==> src/rtl/prog_sequencer.sv <==
// prog_sequencer: run-control sequencer for the single-issue core.
// Owns the PC, stalls multi-cycle loads, detects halt, and produces the
// Mealy Commit strobe that gates every architectural write.
module prog_sequencer #(
  parameter int         PC_W     = 10,
  parameter int         START_PC = 0,
  parameter logic [4:0] HALT_OP  = 5'b00110,
  parameter int         LOAD_LAT = 1
) (
  input  logic            Clk,
  input  logic            Reset,
  input  logic            Start,
  input  logic [4:0]      Opcode,
  input  logic            Load,
  input  logic            Branch,
  input  logic            Taken,
  input  logic [PC_W-1:0] Target,
  output logic [PC_W-1:0] PC,
  output logic            Commit,
  output logic            Ack,
  output logic [31:0]     Cycle_Count,
  output logic [31:0]     Instr_Count
);

  typedef enum logic [1:0] {
    S_IDLE = 2'd0,
    S_RUN  = 2'd1,
    S_WAIT = 2'd2,
    S_DONE = 2'd3
  } state_t;

  // Load latency fits in 3 bits (0..7); a zero latency disables the stall.
  localparam logic [2:0]      LAT_C   = 3'(LOAD_LAT);
  localparam logic            HAS_LAT = (LOAD_LAT != 0);
  localparam logic [PC_W-1:0] START_C = PC_W'(START_PC);
  localparam logic [PC_W-1:0] ONE_C   = PC_W'(1);

  state_t          r_state;
  logic [PC_W-1:0] r_pc;
  logic            r_ack;
  logic [31:0]     r_cycle_count;
  logic [31:0]     r_instr_count;
  logic [2:0]      r_wait_cnt;

  logic            w_is_halt;
  logic            w_stall_load;
  logic            w_branch_taken;
  logic [PC_W-1:0] w_pc_inc;
  logic            w_commit;

  // Counters stick at all-ones rather than wrapping.
  function automatic logic [31:0] sat_inc(input logic [31:0] v);
    return (v == 32'hFFFF_FFFF) ? v : (v + 32'd1);
  endfunction

  assign w_is_halt      = (Opcode == HALT_OP);
  assign w_stall_load   = Load && HAS_LAT;
  assign w_branch_taken = Branch && Taken;
  assign w_pc_inc       = r_pc + ONE_C;   // wraps modulo 2^PC_W

  // Commit: instruction completes in the current cycle; forced low in reset.
  always_comb begin
    w_commit = 1'b0;
    if (Reset) begin
      w_commit = 1'b0;
    end else begin
      case (r_state)
        S_RUN:   w_commit = !w_is_halt && !w_stall_load;
        S_WAIT:  w_commit = (r_wait_cnt == 3'd1);
        default: w_commit = 1'b0;
      endcase
    end
  end

  // Run-control state machine, program counter and performance counters.
  always_ff @(posedge Clk) begin
    if (Reset) begin
      r_state       <= S_IDLE;
      r_pc          <= '0;
      r_ack         <= 1'b0;
      r_cycle_count <= 32'd0;
      r_instr_count <= 32'd0;
      r_wait_cnt    <= 3'd0;
    end else begin
      case (r_state)
        S_IDLE: begin
          if (Start) begin
            r_pc          <= START_C;
            r_cycle_count <= 32'd0;
            r_instr_count <= 32'd0;
            r_state       <= S_RUN;
          end
        end
        S_RUN: begin
          r_cycle_count <= sat_inc(r_cycle_count);
          if (w_is_halt) begin
            // Halt is not counted; PC stays on the halt instruction.
            r_ack   <= 1'b1;
            r_state <= S_DONE;
          end else if (w_stall_load) begin
            r_wait_cnt <= LAT_C;
            r_state    <= S_WAIT;
          end else begin
            r_instr_count <= sat_inc(r_instr_count);
            r_pc          <= w_branch_taken ? Target : w_pc_inc;
          end
        end
        S_WAIT: begin
          r_cycle_count <= sat_inc(r_cycle_count);
          r_wait_cnt    <= r_wait_cnt - 3'd1;
          if (r_wait_cnt == 3'd1) begin
            // Final load cycle: commit and fall through; branch is ignored.
            r_instr_count <= sat_inc(r_instr_count);
            r_pc          <= w_pc_inc;
            r_state       <= S_RUN;
          end
        end
        S_DONE: begin
          if (Start) begin
            r_ack         <= 1'b0;
            r_pc          <= START_C;
            r_cycle_count <= 32'd0;
            r_instr_count <= 32'd0;
            r_state       <= S_RUN;
          end
        end
        default: begin
          r_state <= S_IDLE;
        end
      endcase
    end
  end

  assign PC          = r_pc;
  assign Commit      = w_commit;
  assign Ack         = r_ack;
  assign Cycle_Count = r_cycle_count;
  assign Instr_Count = r_instr_count;

endmodule
==> config.mk <==
export PLATFORM = sky130hd
export DESIGN_NAME = prog_sequencer
export DESIGN_NICKNAME = d
export VERILOG_FILES = /design/src/rtl/prog_sequencer.sv
export SDC_FILE = /design/constraint.sdc
export NUM_CORES = 1
export LEC_CHECK = 0
export CELL_PAD_IN_SITES_DETAIL_PLACEMENT = 1
export CELL_PAD_IN_SITES_GLOBAL_PLACEMENT = 1
export CORE_MARGIN = 2
export CORE_UTILIZATION = 34
export DETAILED_ROUTE_END_ITERATION = 6
export PLACE_DENSITY_LB_ADDON = 0.1
export SYNTH_ARGS = -nofsm -noshare
export SYNTH_HDL_FRONTEND = slang
export SYNTH_SLANG_ARGS = --single-unit
==> constraint.sdc <==
create_clock -name Clk -period 2.42 [get_ports Clk]
set_clock_uncertainty 0.2 [all_clocks]
set_input_delay 0.484 -clock Clk [delete_from_list [all_inputs] [get_ports Clk]]
set_output_delay 0.484 -clock Clk [all_outputs]
set_load 0.05 [all_outputs]
==> results of run 1 <==
-- state kept, by name, indices dropped and copies added, names as in the netlist --
signal,count
Ack,1
Cycle_Count,32
Instr_Count,32
PC,10
r_state,2
r_wait_cnt,3
-- timing repair --
item,CTS,global route
buffers inserted,8,2
gates cloned,1,3
endpoints found under the setup margin,34,60
resized for setup,26,50
pin swaps,12,15
-- power groups by stage --
stage / Combinational, mW / Sequential [mW] / Clock (mW)
after floorplan: 1.03 / 1.76 / 0
after global placement: 2.05 / 1.52 / 0
after detailed placement: 2.11 / 1.53 / 0
after CTS: 2.36 / 1.51 / 1.31
after global routing: 2.86 / 1.53 / 1.36
final: 2.65 / 1.51 / 1.29
-- final cells by class --
type	instances	share of cell area
clock buffers	15	0.0397
inverters	13	0.00724
multi-input cells	419	0.432
flip-flops and latches	80	0.245
well taps	172	0.0319
repair buffers	170	0.244
-- placed cells by master, fill, tap and decap left out, types with 7 or more instances in the layout --
cell type        count
and3_1              10
dfxtp_2             27
dfxtp_1             49
nor3_1              13
buf_4               62
or4_4               11
nand3_1             30
clkbuf_16           11
a21oi_1             46
nand4_1             20
or4_1               17
nor2_1              32
a21oi_2             12
nand2_1             41
or3_1               19
nand2b_1             7
clkdlybuf4s50_1     88
o21ai_0             23
and4_1               9
inv_1               11
o31ai_1             21
-- Yosys cell counts, types with 5 or more instances --
| master | count |
|---|---|
| nor2_1 | 34 |
| nand4_1 | 20 |
| o211ai_1 | 6 |
| a32o_1 | 5 |
| nand2_1 | 41 |
| or4_1 | 27 |
| and2_1 | 5 |
| a21oi_1 | 58 |
| xnor2_1 | 5 |
| nand3_1 | 30 |
| o21ai_0 | 30 |
| buf_2 | 9 |
| ha_1 | 9 |
| and3_1 | 11 |
| and4_1 | 9 |
| nand2b_1 | 9 |
| o31ai_1 | 24 |
| nor4_1 | 6 |
| or3_1 | 19 |
| nor3_1 | 14 |
| dfxtp_1 | 80 |
| inv_1 | 13 |
| clkbuf_1 | 13 |
-- worst max-delay path by stage --
stage	from	end	slack [ns]	depth (start not counted)
finish	r_state[0]	Commit	0.02	6
global route	r_state[0]	Instr_Count[3]	-0.05	8
CTS	r_state[0]	Commit	-0.01	8
detailed placement	Opcode[4]	Instr_Count[5]	-0.38	7
global placement	Start	Cycle_Count[29]	-0.32	6
floorplan	Cycle_Count[22]	Cycle_Count[11]	0.001	7
-- critical path: stages, from the launching register on --
cell and delay (ns):
dfxtp_2 0.33, inv_2 0.05, ha_4 0.26, buf_4 0.14, buf_6 0.15, nor3_4 0.26, buf_12 0.17
-- kinds of logic after synthesis --
kind of cell	Yosys count
AO/OA/AOI/OAI	154
XOR/XNOR	7
adder cells (fa/ha/maj)	9
buffers and inverters	39
flip-flops	80
multiplexers	4
AND/OR/NAND/NOR	245
-- layer usage --
| metal | share of wire | vias up | global-route usage |
|---|---|---|---|
| met5 | 0 | - | 0 |
| met4 | 0.012 | 0 | 0.0776 |
| met3 | 0.031 | 12 | 0.0334 |
| met2 | 0.50 | 79 | 0.376 |
| met1 | 0.46 | 2450 | 0.288 |
| li1 | - | 2384 | - |
-- per-stage QoR --
stage          TNS [ns]   util  instances  instance area, um^2  hold slack (ns)
6_report              0  0.534        869                 6740            0.296
5_1_grt          -0.755  0.534        869                 6740            0.310
4_1_cts         -0.0209  0.513        864                 6470            0.291
3_5_place_dp     -15.12  0.477        840                 6030            0.282
3_3_place_gp     -12.36  0.477        840                 6030            0.255
2_1_floorplan         0      -        538                 4480            0.246
==> results by group, run 1 <==
Run status
  • Status: completed

Worst setup path
  • Worst r2r src: Cycle_Count[0]
  • Critical path type: flop to output pin
  • Critical path fanouts, max: 16
  • R2R Setup Slk: 0.04 ns
  • WP data arrival: 1.72 ns
  • CP Data Required Time: 1.74 ns
  • Crit start category: flop
  • Worst R2R Path Depth: 7
  • Reg2reg end: Cycle_Count[23]
  • Setup crit end kind: output pin

Power and ir drop
  • Leakage Power: 2.27 nW
  • Total power: 5.46 mW
  • Seq pwr share: 0.278
  • Switch share: 0.386
  • Logic pwr share: 0.487
  • P_int: 3.35 mW
  • Psw: 2.11 mW
  • Power Dens Cells: 810 mW/mm^2
  • Clock share of power: 0.236
  • Peak supply drop: 0.368 mV

Floorplanning
  • Area of the die: 0.0139 mm^2
  • Die span in y: 118 um
  • I/O pin cnt: 97
  • Die width: 118 um
  • Core Box Area: 0.0126 mm^2
  • Row count: 41
  • Initial core utilization: 0.349

STA
  • Pin slew with the least headroom to its limit: 0.518 ns
  • Min Clock Period, post-route: 2.40 ns
  • Tcrit/Tclk final: 0.992
  • Relative slew slack: 0.654
  • RSZ-0062 raised after global routing: true
  • Max Slew Vio Count: 0
  • Final setup viols: 0
  • Setup ws final: 0.0205 ns
  • FMAX: 417 MHz
  • Hold Violations, Final: 0

CTS
  • Clock Sinks: 80
  • # hold bufs at CTS: 0
  • CTS tree: done
  • Max clock buf depth: 2
  • Clk_lat worst skew: 0.35 ns
  • CTS clock-pin slew for the worst setup and hold paths: 0.06 ns
  • CTS Buf Count: 9
  • Htree depth: 3
  • CTS Root Cell: clkbuf_16

Logic synthesis
  • Post-synthesis simple-gate area fraction: 0.320
  • Top_reg_cell synth: dfxtp_1
  • Share of the synthesized area in the top cell type: 0.364
  • Synthesis-stage register bit count: 80
  • Syn Inst Count: 538
  • Post-Syn Area per Cell: 8.18 um^2
  • Seq/Total Area, Yosys: 0.364
  • Largest family of logic cells by synthesized area: simple AND/OR/NAND/NOR gates
  • Adder-Cell Fraction of Synth Area: 0.0256
  • Compound-Gate Fraction of Synth Area: 0.229
  • Mux contribution to synthesized area: 0.00909
  • Synth top area cells: dfxtp_1 36%, a21oi_1 6.6%, or4_1 4.6%
  • Synth cell types: 61
  • Number of enable flip-flop cells after synthesis: 0
  • Mapped cell area: 0.00440 mm^2
  • Ys Warns: 0
  • Synth area leader: dfxtp_1
  • Post-synthesis xor/xnor area fraction: 0.0139
  • Post-synth ARST share: 0
  • Net Count, Synth: 568

Global routing
  • Largest net degree at the start of global routing: 23
  • Global-route wire length before repair: 25.6 mm
  • Antenna violations before repair: 0
  • Vias in the first global route: 5069
  • Tot GR Track Use: 0.222
  • Overflow left after global routing: 0

Hold path
  • Hold path cells: 2
  • Hold Path Class: flop to flop
  • Hold_sp: r_wait_cnt[1]
  • Hold Path Sink: r_wait_cnt[1]

Layout
  • Share of layout cells above drive strength 1: 0.268
  • Sequential cell area: 0.00165 mm^2
  • Area Growth Syn to Fin: 53.1%
  • Net count, final: 723
  • Multi-input gate area: 0.00291 mm^2
  • Number of diodes: 0
  • Layout fillers: 1462

Drt
  • Via/cell ratio: 5.67
  • Drt first pass iters: 4
  • Antenna-violating nets left: 0
  • DR WL/cell: 18.4 um
  • Routed via count: 4925
  • # DRC: 0
  • Initial drt markers: 284
  • Final WL: 16.0 mm

Run
  • Max Cap Viol: 0

Place
  • Detailed Place HPWL: 11.1 mm
  • Dpl ws: -0.379 ns
  • PortBufs: 96
  • GP Congestion: 0.805
Power figures use the tool's default switching activity.
==> run 2: changes to the inputs <==
==> constraint.sdc (replaced) <==
create_clock -name Clk -period 2.42 [get_ports Clk]
set_clock_uncertainty 0.2 [all_clocks]
set_input_delay 0.484 -clock Clk [delete_from_list [all_inputs] [get_ports Clk]]
set_output_delay 0.484 -clock Clk [all_outputs]
set_load 0.005 [all_outputs]
==> results by group, run 2 (same netlist as run 1, synthesis figures left out) <==
Run status
  • Status: completed

Layout
  • Multi-input gate area: 0.00281 mm^2 (-3.5%)
  • Share of layout cells above drive strength 1: 0.215 (-0.0528)
  • Layout fillers: 1535 (+5.0%)
  • Area Growth Syn to Fin: 51.6%
  • Layout Utilization: 0.529 (-0.00496)
  • Sequential cell area: 0.00161 mm^2 (-2.6%)
  • Commonest non-fill, non-tap cells in the layout: 90 x clkdlybuf4s50_1, 78 x buf_4, 77 x dfxtp_1
  • Net count, final: 735 (+1.7%)
  • Commonest non-fill, non-tap cell in the layout: clkdlybuf4s50_1
  • Non-filler cells, final: 884 (+1.7%)

Floorplanning
  • Die width: 118 um (unchanged)
  • Core Box Area: 0.0126 mm^2 (unchanged)
  • Die span in y: 118 um (unchanged)
  • Initial core utilization: 0.349 (unchanged)
  • I/O pin cnt: 97 (unchanged)
  • Area of the die: 0.0139 mm^2 (unchanged)
  • Row count: 41 (unchanged)

Drt
  • Routed via count: 4997 (+1.5%)
  • Antenna-violating nets left: 0 (unchanged)
  • Final WL: 15.7 mm (-1.9%)
  • # DRC: 0 (unchanged)
  • Drt first pass iters: 4 (unchanged)
  • Initial drt markers: 213 (-25%)
  • Via/cell ratio: 5.65 (-0.26%)
  • DR WL/cell: 17.8 um (-3.6%)

Run
  • Max Cap Viol: 0 (unchanged)

STA
  • Pin slew with the least headroom to its limit: 0.501 ns (-0.0172 ns)
  • Hold Violations, Final: 0 (unchanged)
  • Relative slew slack: 0.662 (+0.00833)
  • Min Clock Period, post-route: 2.39 ns (-0.0112 ns)
  • Final setup viols: 0 (unchanged)
  • RSZ-0062 raised after global routing: true
  • FMAX: 419 MHz (+0.47%)
  • Max Slew Vio Count: 0 (unchanged)
  • Tcrit/Tclk final: 0.987 (-0.00463)

Global routing
  • Tot GR Track Use: 0.225 (+0.00254)
  • Antenna violations before repair: 1 (+1)
  • Global-route wire length before repair: 25.7 mm (+0.51%)
  • Largest net degree at the start of global routing: 30 (+30%)
  • Vias in the first global route: 5123 (+1.1%)
  • Overflow left after global routing: 0 (unchanged)

CTS
  • Htree depth: 3 (unchanged)
  • Max clock buf depth: 2 (unchanged)
  • CTS clock-pin slew for the worst setup and hold paths: 0.06 ns (about the same)
  • CTS Root Cell: clkbuf_16
  • CTS tree: done
  • CTS Buf Count: 9 (unchanged)
  • # hold bufs at CTS: 0 (unchanged)
  • Clk_lat worst skew: 0.35 ns (about the same)
  • Clock Sinks: 80 (unchanged)

Worst setup path
  • CP bufs+invs: 1 (-3)
  • Worst R2R Path Depth: 7 (unchanged)
  • CP Data Required Time: 2.48 ns (+0.74 ns)
  • Critical path type: flop to flop
  • Slowest stage delay, CP: 0.49 ns (+0.16 ns)
  • Reg2reg end: Instr_Count[8]
  • WP data arrival: 2.45 ns (+0.73 ns)
  • R2R Setup Slk: 0.03 ns (about the same)
  • Cell class contributing the biggest share of worst-path delay: simple AND/OR/NAND/NOR gates
  • Crit start category: flop
  • Worst r2r src: r_state[1]
  • Critical-path top delay cell: or4_1
  • Critical path fanouts, max: 13 (-3)
  • Critical-path cell list: ha_4 -> nor2b_4 -> a221oi_4 -> nand2_4 -> buf_12 -> or4_1 -> a21oi_1
  • Setup crit end kind: flop

Place
  • GP Congestion: 0.838 (+4.1%)
  • Placed cell count: 859 (+2.3%)
  • Detailed Place HPWL: 11.2 mm (+1.1%)
  • PortBufs: 96 (unchanged)

Hold path
  • Hold path cells: 2 (unchanged)
  • Hold Path Sink: Instr_Count[30]
  • Hold_sp: Instr_Count[30]
  • Hold Path Class: flop to flop

Power and ir drop
  • Leakage Power: 2.29 nW (+0.69%)
  • Total power: 5.18 mW (-5.0%)
  • Peak supply drop: 0.541 mV (+47%)
  • Power Dens Cells: 776 mW/mm^2 (-4.1%)
==> run 2: how the worst max path moves through the flow <==
stage / startpoint / to / slack [ns] / cells after the start
after floorplan: r_state[0] / Instr_Count[14] / 0.01 / 9
after global placement: Opcode[4] / Commit / -0.32 / 7
after detailed placement: Opcode[4] / Commit / -0.41 / 7
after CTS: r_state[0] / Instr_Count[8] / 0.0004 / 8
after global routing: r_state[1] / Instr_Count[8] / -0.07 / 7
final: r_state[1] / Instr_Count[8] / 0.03 / 7
==> run 2: metrics by stage <==
stage,hold slack [ns],area (um^2),setup TNS (ns),setup WS [ns]
after floorplan,0.246,4420,0,0.0135
after global routing,0.332,6670,-0.193,-0.0662
after CTS,0.306,6500,0,0.000406
after global placement,0.257,6120,-11.57,-0.321
after detailed placement,0.292,6120,-14.43,-0.414
final,0.301,6680,0,0.0317
==> run 2: power breakdown <==
part           internal, mW  switching, mW
clock network         0.911          0.562
logic                  1.05           1.16
registers              1.42         0.0865
==> run 2: final cells by class <==
type / count / area share
repair buffers: 181 / 0.250
clock buffers: 14 / 0.0425
multi-input cells: 420 / 0.421
flip-flops and latches: 80 / 0.241
well taps: 172 / 0.0322
clock inverters: 2 / 0.00525
inverters: 13 / 0.00731
diodes: 2 / 0.000750
==> run 2: worst reg2reg max path, cell delays in order, from the launching register on <==
cell and delay (ns):
dfxtp_4 0.36, ha_4 0.26, nor2b_4 0.14, a221oi_4 0.34, nand2_4 0.13, buf_12 0.17, or4_1 0.50, a21oi_1 0.21
==> run 2: layer usage <==
layer	routed length, um	GRT usage	share of wire	up-vias
li1	-	-	-	2418
met1	7100	0.282	0.45	2484
met2	7980	0.392	0.51	83
met3	483	0.0509	0.031	12
met4	138	0.0512	0.0088	0
met5	0	0	0	-
==> run 2: what timing repair did <==
| item | CTS | global route |
|---|---|---|
| setup endpoints to repair | 43 | 39 |
| resized for setup | 18 | 31 |
| pin swaps | 4 | 11 |
| gates cloned | 1 | 1 |
| buffers inserted | 2 | 3 |
==> run 3: changes to the inputs <==
--- a/config.mk
+++ b/config.mk
@@ -8,7 +8,7 @@
 export CELL_PAD_IN_SITES_DETAIL_PLACEMENT = 1
 export CELL_PAD_IN_SITES_GLOBAL_PLACEMENT = 1
 export CORE_MARGIN = 2
-export CORE_UTILIZATION = 34
+export CORE_UTILIZATION = 30
 export DETAILED_ROUTE_END_ITERATION = 6
 export PLACE_DENSITY_LB_ADDON = 0.1
 export SYNTH_ARGS = -nofsm -noshare
==> results by group, run 3 (same netlist as run 1, synthesis figures left out) <==
Run status
  • Status: completed

STA
  • Relative slew slack: 0.660 (-0.00211)
  • RSZ-0062 raised after global routing: true
  • Tcrit/Tclk final: 0.982 (-0.00518)
  • FMAX: 421 MHz (+0.53%)
  • Final setup viols: 0 (unchanged)
  • Sum Neg Setup Slack: 0 ns (unchanged)
  • Hold Violations, Final: 0 (unchanged)
  • Pin slew with the least headroom to its limit: 0.504 ns (+0.00313 ns)
  • Min Clock Period, post-route: 2.38 ns (-0.0125 ns)
  • Max Slew Vio Count: 0 (unchanged)

Worst setup path
  • WP data arrival: 2.41 ns (-0.04 ns)
  • Critical path fanouts, max: 29 (+16)
  • Critical path type: flop to flop
  • R2R Setup Slk: 0.04 ns (about the same)
  • CP Data Required Time: 2.45 ns (-0.03 ns)
  • Slowest stage delay, CP: 0.48 ns (about the same)
  • Setup crit end kind: flop
  • CP bufs+invs: 1 (unchanged)
  • Critical-path cell list: ha_1 -> nand3_2 -> or3_1 -> nor4_2 -> buf_12 -> nor2_1 -> a32o_1
  • Crit start category: flop
  • Critical-path top delay cell: or3_1
  • Cell class contributing the biggest share of worst-path delay: simple AND/OR/NAND/NOR gates

Floorplanning
  • Die width: 125 um (+6.2%)
  • Row count: 44 (+7.3%)
  • Die span in y: 125 um (+6.2%)
  • I/O pin cnt: 97 (unchanged)
  • Area of the die: 0.0157 mm^2 (+13%)
  • Initial core utilization: 0.305 (-0.0436)
  • Core Box Area: 0.0144 mm^2 (+14%)

Layout
  • Net count, final: 736 (+0.14%)
  • Layout fillers: 1717 (+12%)
  • Number of diodes: 0 (-2)
  • Area Growth Syn to Fin: 49.7%
  • Commonest non-fill, non-tap cell in the layout: clkdlybuf4s50_1
  • Share of layout cells above drive strength 1: 0.208 (-0.00704)
  • Layout Utilization: 0.457 (-0.0721)
  • Commonest non-fill, non-tap cells in the layout: 92 x clkdlybuf4s50_1, 82 x buf_4, 77 x dfxtp_1

Hold path
  • Hold Path Class: flop to flop

Drt
  • Initial drt markers: 199 (-6.6%)
  • Via/cell ratio: 5.55 (-1.9%)
  • Routed via count: 4960 (-0.74%)
  • Drt first pass iters: 4 (unchanged)
  • DR WL/cell: 17.6 um (-0.61%)
  • # DRC: 0 (unchanged)
  • Final WL: 15.8 mm (+0.52%)
  • Antenna-violating nets left: 0 (unchanged)

Global routing
  • Tot GR Track Use: 0.200 (-0.0248)
  • Vias in the first global route: 5268 (+2.8%)
  • Largest net degree at the start of global routing: 30 (unchanged)
  • Global-route wire length before repair: 26.0 mm (+1.2%)
  • Antenna violations before repair: 0 (-1)
  • Overflow left after global routing: 0 (unchanged)

Place
  • GP Congestion: 0.794 (-5.3%)
  • Detailed Place HPWL: 11.9 mm (+5.6%)
  • PortBufs: 96 (unchanged)

Power and ir drop
  • Power Dens Cells: 743 mW/mm^2 (-4.3%)
  • Peak supply drop: 0.481 mV (-11%)
  • Leakage Power: 2.26 nW (-1.3%)

CTS
  • Max clock buf depth: 2 (unchanged)
  • # hold bufs at CTS: 0 (unchanged)
  • Clk_lat worst skew: 0.35 ns (about the same)
  • Htree depth: 3 (unchanged)
  • CTS Buf Count: 9 (unchanged)
  • Clock Sinks: 80 (unchanged)
  • CTS tree: done
  • CTS clock-pin slew for the worst setup and hold paths: 0.06 ns (about the same)
  • CTS Root Cell: clkbuf_16

Run
  • Max Cap Viol: 0 (unchanged)
## run 3: area by class of cell
cell class                      instances  area [um^2]  area share
Timing Repair Buffer                  183         1650       0.251
Sequential cell                        80         1610       0.244
Tap cell                              184          230      0.0349
Clock inverter                          4         45.0     0.00683
Clock buffer                           11          243      0.0368
Inverter                               13         48.8     0.00740
Multi-Input combinational cell        419         2770       0.420
## run 3: repair_timing
action                                  in CTS  in global routing
pin swaps                                    5                  8
setup buffers                                2                  1
gates resized for setup                     12                 26
endpoints found under the setup margin      18                 33
## run 3: path summary, 6_finish.rpt
path	start	end	cells past startpoint
worst max-delay path	Instr_Count[1]	Instr_Count[11]	7
worst min-delay path	Cycle_Count[6]	Cycle_Count[6]	2
worst max register to register	Instr_Count[1]	Instr_Count[11]	7
worst min register to register	Cycle_Count[6]	Cycle_Count[6]	2
## run 3: worst reg2reg max path, cell delays in order (launching register included)
cell     delay, ns
dfxtp_1       0.34
ha_1          0.22
nand3_2       0.09
or3_1         0.48
nor4_2        0.41
buf_12        0.22
nor2_1        0.08
a32o_1        0.22
## run 3: through the flow
stage	hold slack (ns)	setup slack (ns)	instances	instance area [um^2]	total power, mW
final	0.293	0.0442	894	6590	4.89
after detailed placement	0.284	-0.390	876	6160	3.45
after global routing	0.324	-0.0455	894	6590	5.22
after floorplan	0.246	0.0135	538	4420	2.55
after CTS	0.292	-0.0787	893	6510	4.90
after global placement	0.252	-0.318	876	6160	3.39
## run 3: power by group
group / total [mW] / switching [mW] / leakage, nW / internal, mW
Sequential: 1.50 / 0.0904 / 0.647 / 1.41
Clock: 1.39 / 0.568 / 0.145 / 0.817
Combinational: 2.00 / 1.10 / 1.47 / 0.909
Total: 4.89 / 1.75 / 2.26 / 3.14
## run 3: metal layers
layer  share of wire  GRT usage  wire length, um  vias to the layer above
met5               0          0                0                        -
met4           0.024     0.0765              383                        0
met3           0.032     0.0291              505                       24
met2            0.51      0.363             8070                       81
met1            0.43      0.238             6820                     2443
li1                -          -                -                     2412
